$ cat src/rtl/ifetch_queue.sv
// Sequential fetch unit: issues PC reads, buffers {pc, inst} in a FIFO for decode, flushes on redirect.
// Optional IFETCH_PERF_EN adds saturating fetched/flushed event counters.
module ifetch_queue #(
  parameter int          XLEN            = 64,
  parameter logic [63:0] RESET_PC        = 64'h8000_0000,
  parameter int          DEPTH           = 4,
  parameter int          MAX_OUTSTANDING = 2
) (
  input  logic            clock,
  input  logic            reset,
`ifdef IFETCH_PERF_EN
  output logic [31:0]     perf_fetched_o,
  output logic [31:0]     perf_flushed_o,
`endif
  output logic            mem_req_valid_o,
  input  logic            mem_req_ready_i,
  output logic [XLEN-1:0] mem_req_addr_o,
  input  logic            mem_resp_valid_i,
  input  logic [31:0]     mem_resp_inst_i,
  input  logic            redirect_i,
  input  logic [XLEN-1:0] redirect_target_i,
  output logic            inst_valid_o,
  input  logic            inst_ready_i,
  output logic [XLEN-1:0] pc_o,
  output logic [31:0]     inst_o
);

  localparam int AW = $clog2(DEPTH);
  localparam int PW = AW + 1;
  localparam int SW = PW + 1;
  localparam int CW = $clog2(MAX_OUTSTANDING + 1);
  localparam logic [XLEN-1:0] RST_PC = XLEN'(RESET_PC);

  logic [XLEN-1:0] fetch_pc_q, fetch_pc_d;
  logic [XLEN-1:0] resp_pc_q, resp_pc_d;
  logic [PW-1:0]   wr_ptr_q, wr_ptr_d;
  logic [PW-1:0]   rd_ptr_q, rd_ptr_d;
  logic [CW-1:0]   outstanding_q, outstanding_d;
  logic [CW-1:0]   drop_cnt_q, drop_cnt_d;
  logic [XLEN-1:0] pc_mem_q [DEPTH];
  logic [31:0]     inst_mem_q [DEPTH];

  logic [PW-1:0]   fifo_count;
  logic [CW-1:0]   live;
  logic            credit_ok;
  logic            req_fire;
  logic            resp_drop;
  logic            push;
  logic            pop;
  logic [XLEN-1:0] target_pc;
  logic            unused_tgt_lsb;

  assign unused_tgt_lsb = ^redirect_target_i[1:0];

  // Both channels use strict valid/ready: a transfer happens on a rising clock edge where
  // valid && ready; a raised request holds valid and address until it transfers, except
  // that redirect_i withdraws it. Responses carry no ready: credit guarantees a free slot.
  always_comb begin
    fifo_count      = wr_ptr_q - rd_ptr_q;
    live            = outstanding_q - drop_cnt_q;
    credit_ok       = (SW'(live) + SW'(fifo_count)) < SW'(DEPTH);
    mem_req_valid_o = !reset && !redirect_i && (outstanding_q < CW'(MAX_OUTSTANDING)) && credit_ok;
    mem_req_addr_o  = fetch_pc_q;
    req_fire        = mem_req_valid_o && mem_req_ready_i;
    resp_drop       = mem_resp_valid_i && (redirect_i || (drop_cnt_q != '0));
    push            = mem_resp_valid_i && !resp_drop;
    inst_valid_o    = (fifo_count != '0);
    pop             = inst_valid_o && inst_ready_i && !redirect_i;
    target_pc       = {redirect_target_i[XLEN-1:2], 2'b00};
    pc_o            = inst_valid_o ? pc_mem_q[rd_ptr_q[AW-1:0]]   : '0;
    inst_o          = inst_valid_o ? inst_mem_q[rd_ptr_q[AW-1:0]] : '0;
  end

  always_comb begin
    fetch_pc_d    = fetch_pc_q;
    resp_pc_d     = resp_pc_q;
    wr_ptr_d      = wr_ptr_q;
    rd_ptr_d      = rd_ptr_q;
    drop_cnt_d    = drop_cnt_q;
    outstanding_d = outstanding_q + CW'(req_fire) - CW'(mem_resp_valid_i);
    if (redirect_i) begin
      // Everything still in flight after this cycle belongs to the old path.
      fetch_pc_d = target_pc;
      resp_pc_d  = target_pc;
      wr_ptr_d   = '0;
      rd_ptr_d   = '0;
      drop_cnt_d = outstanding_d;
    end else begin
      if (req_fire) fetch_pc_d = fetch_pc_q + XLEN'(4);
      if (push) begin
        wr_ptr_d  = wr_ptr_q + PW'(1);
        resp_pc_d = resp_pc_q + XLEN'(4);
      end
      if (pop) rd_ptr_d = rd_ptr_q + PW'(1);
      if (resp_drop) drop_cnt_d = drop_cnt_q - CW'(1);
    end
  end

  always_ff @(posedge clock or posedge reset) begin
    if (reset) begin
      fetch_pc_q    <= RST_PC;
      resp_pc_q     <= RST_PC;
      wr_ptr_q      <= '0;
      rd_ptr_q      <= '0;
      outstanding_q <= '0;
      drop_cnt_q    <= '0;
    end else begin
      fetch_pc_q    <= fetch_pc_d;
      resp_pc_q     <= resp_pc_d;
      wr_ptr_q      <= wr_ptr_d;
      rd_ptr_q      <= rd_ptr_d;
      outstanding_q <= outstanding_d;
      drop_cnt_q    <= drop_cnt_d;
    end
  end

  always_ff @(posedge clock) begin
    if (push) begin
      pc_mem_q[wr_ptr_q[AW-1:0]]   <= resp_pc_q;
      inst_mem_q[wr_ptr_q[AW-1:0]] <= mem_resp_inst_i;
    end
  end

`ifdef IFETCH_PERF_EN
  logic [31:0] perf_fetched_q, perf_fetched_d;
  logic [31:0] perf_flushed_q, perf_flushed_d;
  logic [32:0] fetched_sum, flushed_sum;

  always_comb begin
    fetched_sum    = {1'b0, perf_fetched_q} + 33'(pop);
    flushed_sum    = {1'b0, perf_flushed_q} + (redirect_i ? 33'(fifo_count) : 33'd0) + 33'(resp_drop);
    perf_fetched_d = fetched_sum[32] ? 32'hFFFF_FFFF : fetched_sum[31:0];
    perf_flushed_d = flushed_sum[32] ? 32'hFFFF_FFFF : flushed_sum[31:0];
  end

  always_ff @(posedge clock or posedge reset) begin
    if (reset) begin
      perf_fetched_q <= '0;
      perf_flushed_q <= '0;
    end else begin
      perf_fetched_q <= perf_fetched_d;
      perf_flushed_q <= perf_flushed_d;
    end
  end

  assign perf_fetched_o = perf_fetched_q;
  assign perf_flushed_o = perf_flushed_q;
`endif

endmodule

$ cat config.mk
export PLATFORM = sky130hd
export DESIGN_NAME = ifetch_queue
export DESIGN_NICKNAME = d
export VERILOG_FILES = /design/src/rtl/ifetch_queue.sv
export SDC_FILE = /design/constraint.sdc
export NUM_CORES = 1
export LEC_CHECK = 0
export CAP_MARGIN = 5
export CORE_MARGIN = 3
export CORE_UTILIZATION = 40
export CTS_CLUSTER_DIAMETER = 200
export CTS_CLUSTER_SIZE = 25
export DETAILED_ROUTE_END_ITERATION = 8
export GPL_ROUTABILITY_DRIVEN = 1
export GPL_TIMING_DRIVEN = 0
export HOLD_SLACK_MARGIN = 0.05
export PLACE_DENSITY = 0.57
export SLEW_MARGIN = 20
export SYNTH_ARGS = -nofsm -noshare
export SYNTH_HDL_FRONTEND = slang
export SYNTH_SLANG_ARGS = --single-unit
export TNS_END_PERCENT = 10
$ cat constraint.sdc
create_clock -name clock -period 5.91 [get_ports clock]
set_clock_uncertainty 0.2 [all_clocks]
set_input_delay 1.182 -clock clock [delete_from_list [all_inputs] [get_ports clock]]
set_output_delay 1.182 -clock clock [all_outputs]
set_load 0.05 [all_outputs]
==> out/qor.csv <==
metric;value;unit
holdWs;0.367;ns
cts_tree;yes;
first_pass_iters;5;
cp_max_fo;10;
grt_start_max_net_pins;75;
grt_usage;21.3;%
synthDistinctLibCells;63;
hp-class;reg -> reg;
timing.final.crit_share;95.6;%
overflow;0;
final_cell_mix;376 x edfxtp_1, 203 x clkdlybuf4s50_1, 131 x dfrtp_1;
die_area;58700;sq um
p_sw;0.00543;W
startpoint;rd_ptr_q[1]$_DFFE_PP0P_;
cts_hold_buf;0;
synthArstFlopShare;26.3;%
cts_sinks;510;
drt-initial-drc-count;1182;
path_class;reg -> out;
p_int;0.00700;W
max_freq;177;MHz
reg2reg_from;rd_ptr_q[1]$_DFFE_PP0P_;
arrival;4.27;ns
post_cts_buffers;0;
worst_path_most_repeated_cell;clkbuf_4;
nets;1932;
max_slew_margin;24.4;%
p_sw_share;43.7;%
yosys-top-cells-area;edfxtp_1 51%, dfrtp_1 15%, mux4_2 9.5%;
peakVddDrop;0.308;mV
cts-root-buf;clkbuf_16;
seq_power_share;35.2;%
period_minus_slack;5.65;ns
power_frac_comb;49.1;%
setup_viol;0;
coreArea;54600;sq um
path_cells;clkbuf_4, clkbuf_4, inv_1, fa_1, xnor3_1, or3b_4, clkbuf_1, and2_1, clkdlybuf4s50_1;
routed_wirelength;63.2;mm
wl_per_cell;24.6;microns
numCtsBuffers;24;
grt_pass1_vias;14635;
power.total;0.0124;W
insertion_delay;0.60;ns
ys.flop_type;edfxtp_1;
ios;264;
dp_hpwl;44.8;mm
drv_slew;0;
clockPowerShare;15.6;%
seq_area_frac_synth;65.6;%
ys_warn_count;0;
grt_pass1_wl;95.5;mm
rsz0062_at_grt;yes;
drcViolationCount;0;
power_density;462;nW/um^2
die_h;242;microns
vias;14503;
htree_levels;1;
slowest_stage;clkdlybuf4s50_1;
timing.hold.worst.start;outstanding_q[0]$_DFF_PP0_;
p_leak;9.11;nW
status;completed;
finalWeightedCongestion;0.917;
layout_commonest_cell;edfxtp_1;
syn_inst;1521;
clkTransAtPathRegs;0.10;ns
place_ws;-1.63;ns
cts_buffer_depth;3;
drive_above_1_share;11.2;%
start_util;40.9;%
die_w;242;microns
critPathMaxStageDelay;0.79;ns
syn_area;22300;sq um
synth_edf_count;376;
drtAntennaViolNets;0;
core.rowCount;85;
avgViaCountPerCell;5.63;
synth_seq_cells;510;
yosys.area.top_type;edfxtp_1;
io_buffers;257;
critPathLaunchType;flip-flop;
hold_violations;0;
critPathCaptureType;output pin;
critical_path_required;4.53;ns
worst_pin_slew;1.12;ns
antenna_found_initial;1;
yosysTopAreaCellShare;50.6;%
max_cap_viol_count;0;
syn_area_per_cell;14.7;sq um
fin_ws;0.262;ns
syn2layout_area_growth;20.5;%
==> power by group through the flow <==
stage | sequential (W) | combinational, W | clock (W)
after floorplan | 0.00455 | 0.00398 | 0
after global placement | 0.00445 | 0.00630 | 0
after detailed placement | 0.00444 | 0.00634 | 0
after global routing | 0.00441 | 0.00646 | 0.00212
after CTS | 0.00437 | 0.00625 | 0.00200
final | 0.00438 | 0.00610 | 0.00194
==> worst paths after layout <==
check / depth (start not counted) / slack (ns) / end
hold / removal: 1 / 0.37 / outstanding_q[0]$_DFF_PP0_
min in group asynchronous: 2 / 1.03 / resp_pc_q[33]$_DFFE_PP0N_
max in group asynchronous: 3 / 3.74 / mem_req_addr_o[31]$_DFFE_PP1P_
hold reg to reg: 1 / 0.37 / outstanding_q[0]$_DFF_PP0_
setup reg to reg: 17 / 0.61 / drop_cnt_q[1]$_DFFE_PP0P_
setup / recovery: 9 / 0.26 / inst_o[23]
==> cells by family (layout without fill, tap and decap cells) <==
logic type / count (synthesis) / after routing / synth area share (%)
fa+ha+maj: 14 / 14 / 0.818
other cells: 1 / 5 / 0.0168
mux: 126 / 126 / 11.0
simple gates: 531 / 531 / 13.1
xor+xnor: 62 / 62 / 2.49
flops: 510 / 510 / 65.6
compound gates: 169 / 169 / 5.01
buf+inv: 108 / 418 / 1.89
==> synthesized netlist by cell type, drive strengths merged (8+ instances only) <==
| master | n |
|---|---|
| a21boi | 8 |
| a21oi | 25 |
| a31oi | 23 |
| and2 | 105 |
| and3 | 32 |
| and4 | 8 |
| buf | 16 |
| clkbuf | 64 |
| dfrtp | 132 |
| edfxtp | 376 |
| ha | 13 |
| inv | 28 |
| mux2 | 22 |
| mux2i | 10 |
| mux4 | 94 |
| nand2 | 91 |
| nand3 | 75 |
| nand4 | 72 |
| nor2 | 50 |
| nor3 | 15 |
| nor4 | 25 |
| o211ai | 24 |
| o21ai | 43 |
| o311ai | 12 |
| or3 | 26 |
| or4 | 13 |
| xnor2 | 32 |
| xor2 | 29 |
==> cell type report <==
| cell class | instances | area (sq um) |
|---|---|---|
| diodes | 1 | 2.50 |
| plain buffers | 78 | 320 |
| clock buffers | 43 | 693 |
| clock inverters | 1 | 16.3 |
| fillers | 4771 | 27700 |
| inverters | 28 | 113 |
| multi-input cells | 906 | 7330 |
| flip-flops and latches | 510 | 14600 |
| well taps | 739 | 925 |
| repair buffers | 268 | 2850 |
==> state kept, by name, summed over array words and instances, names as in the netlist <==
| register | flops |
|---|---|
| inst_mem_q | 128 |
| mem_req_addr_o | 62 |
| pc_mem_q | 248 |
| resp_pc_q | 62 |
| rd_ptr_q | 3 |
| drop_cnt_q | 2 |
| outstanding_q | 2 |
| wr_ptr_q | 3 |
==> what timing repair did <==
item                                    CTS  global route
resized for setup                        86            19
endpoints found under the setup margin  115            32
endpoints found under the hold margin     0             0
==> stage by stage <==
| step | area [sq um] | instances | util (%) | TNS (ns) |
|---|---|---|---|---|
| final | 26900 | 2574 | 49.3 | 0 |
| after global routing | 26900 | 2573 | 49.3 | -0.283 |
| after CTS | 26800 | 2573 | 49.2 | 0 |
| after detailed placement | 26100 | 2531 | 47.9 | -102.33 |
| after global placement | 25800 | 2520 | 47.4 | -1141.75 |
| after floorplan | 22300 | 1524 | - | 0 |
==> metal layers <==
layer	wire length, microns	track usage, %	share of wire (%)	vias up
li1	-	-	-	6515
met1	28600	30.5	45	7464
met2	29800	34.9	47	452
met3	3380	2.87	5.3	72
met4	1340	4.76	2.1	0
met5	0	0	0	-
==> critical path: cells and delay by family, from the launching register on <==
| family | cells | cell delay, ns |
|---|---|---|
| adder cells (fa/ha/maj) | 1 | 0.39 |
| XOR/XNOR | 1 | 0.49 |
| AND/OR/NAND/NOR | 2 | 0.50 |
| buffers and inverters | 5 | 1.80 |
| flip-flops | 1 | 0.48 |
Power figures use the tool's default switching activity.
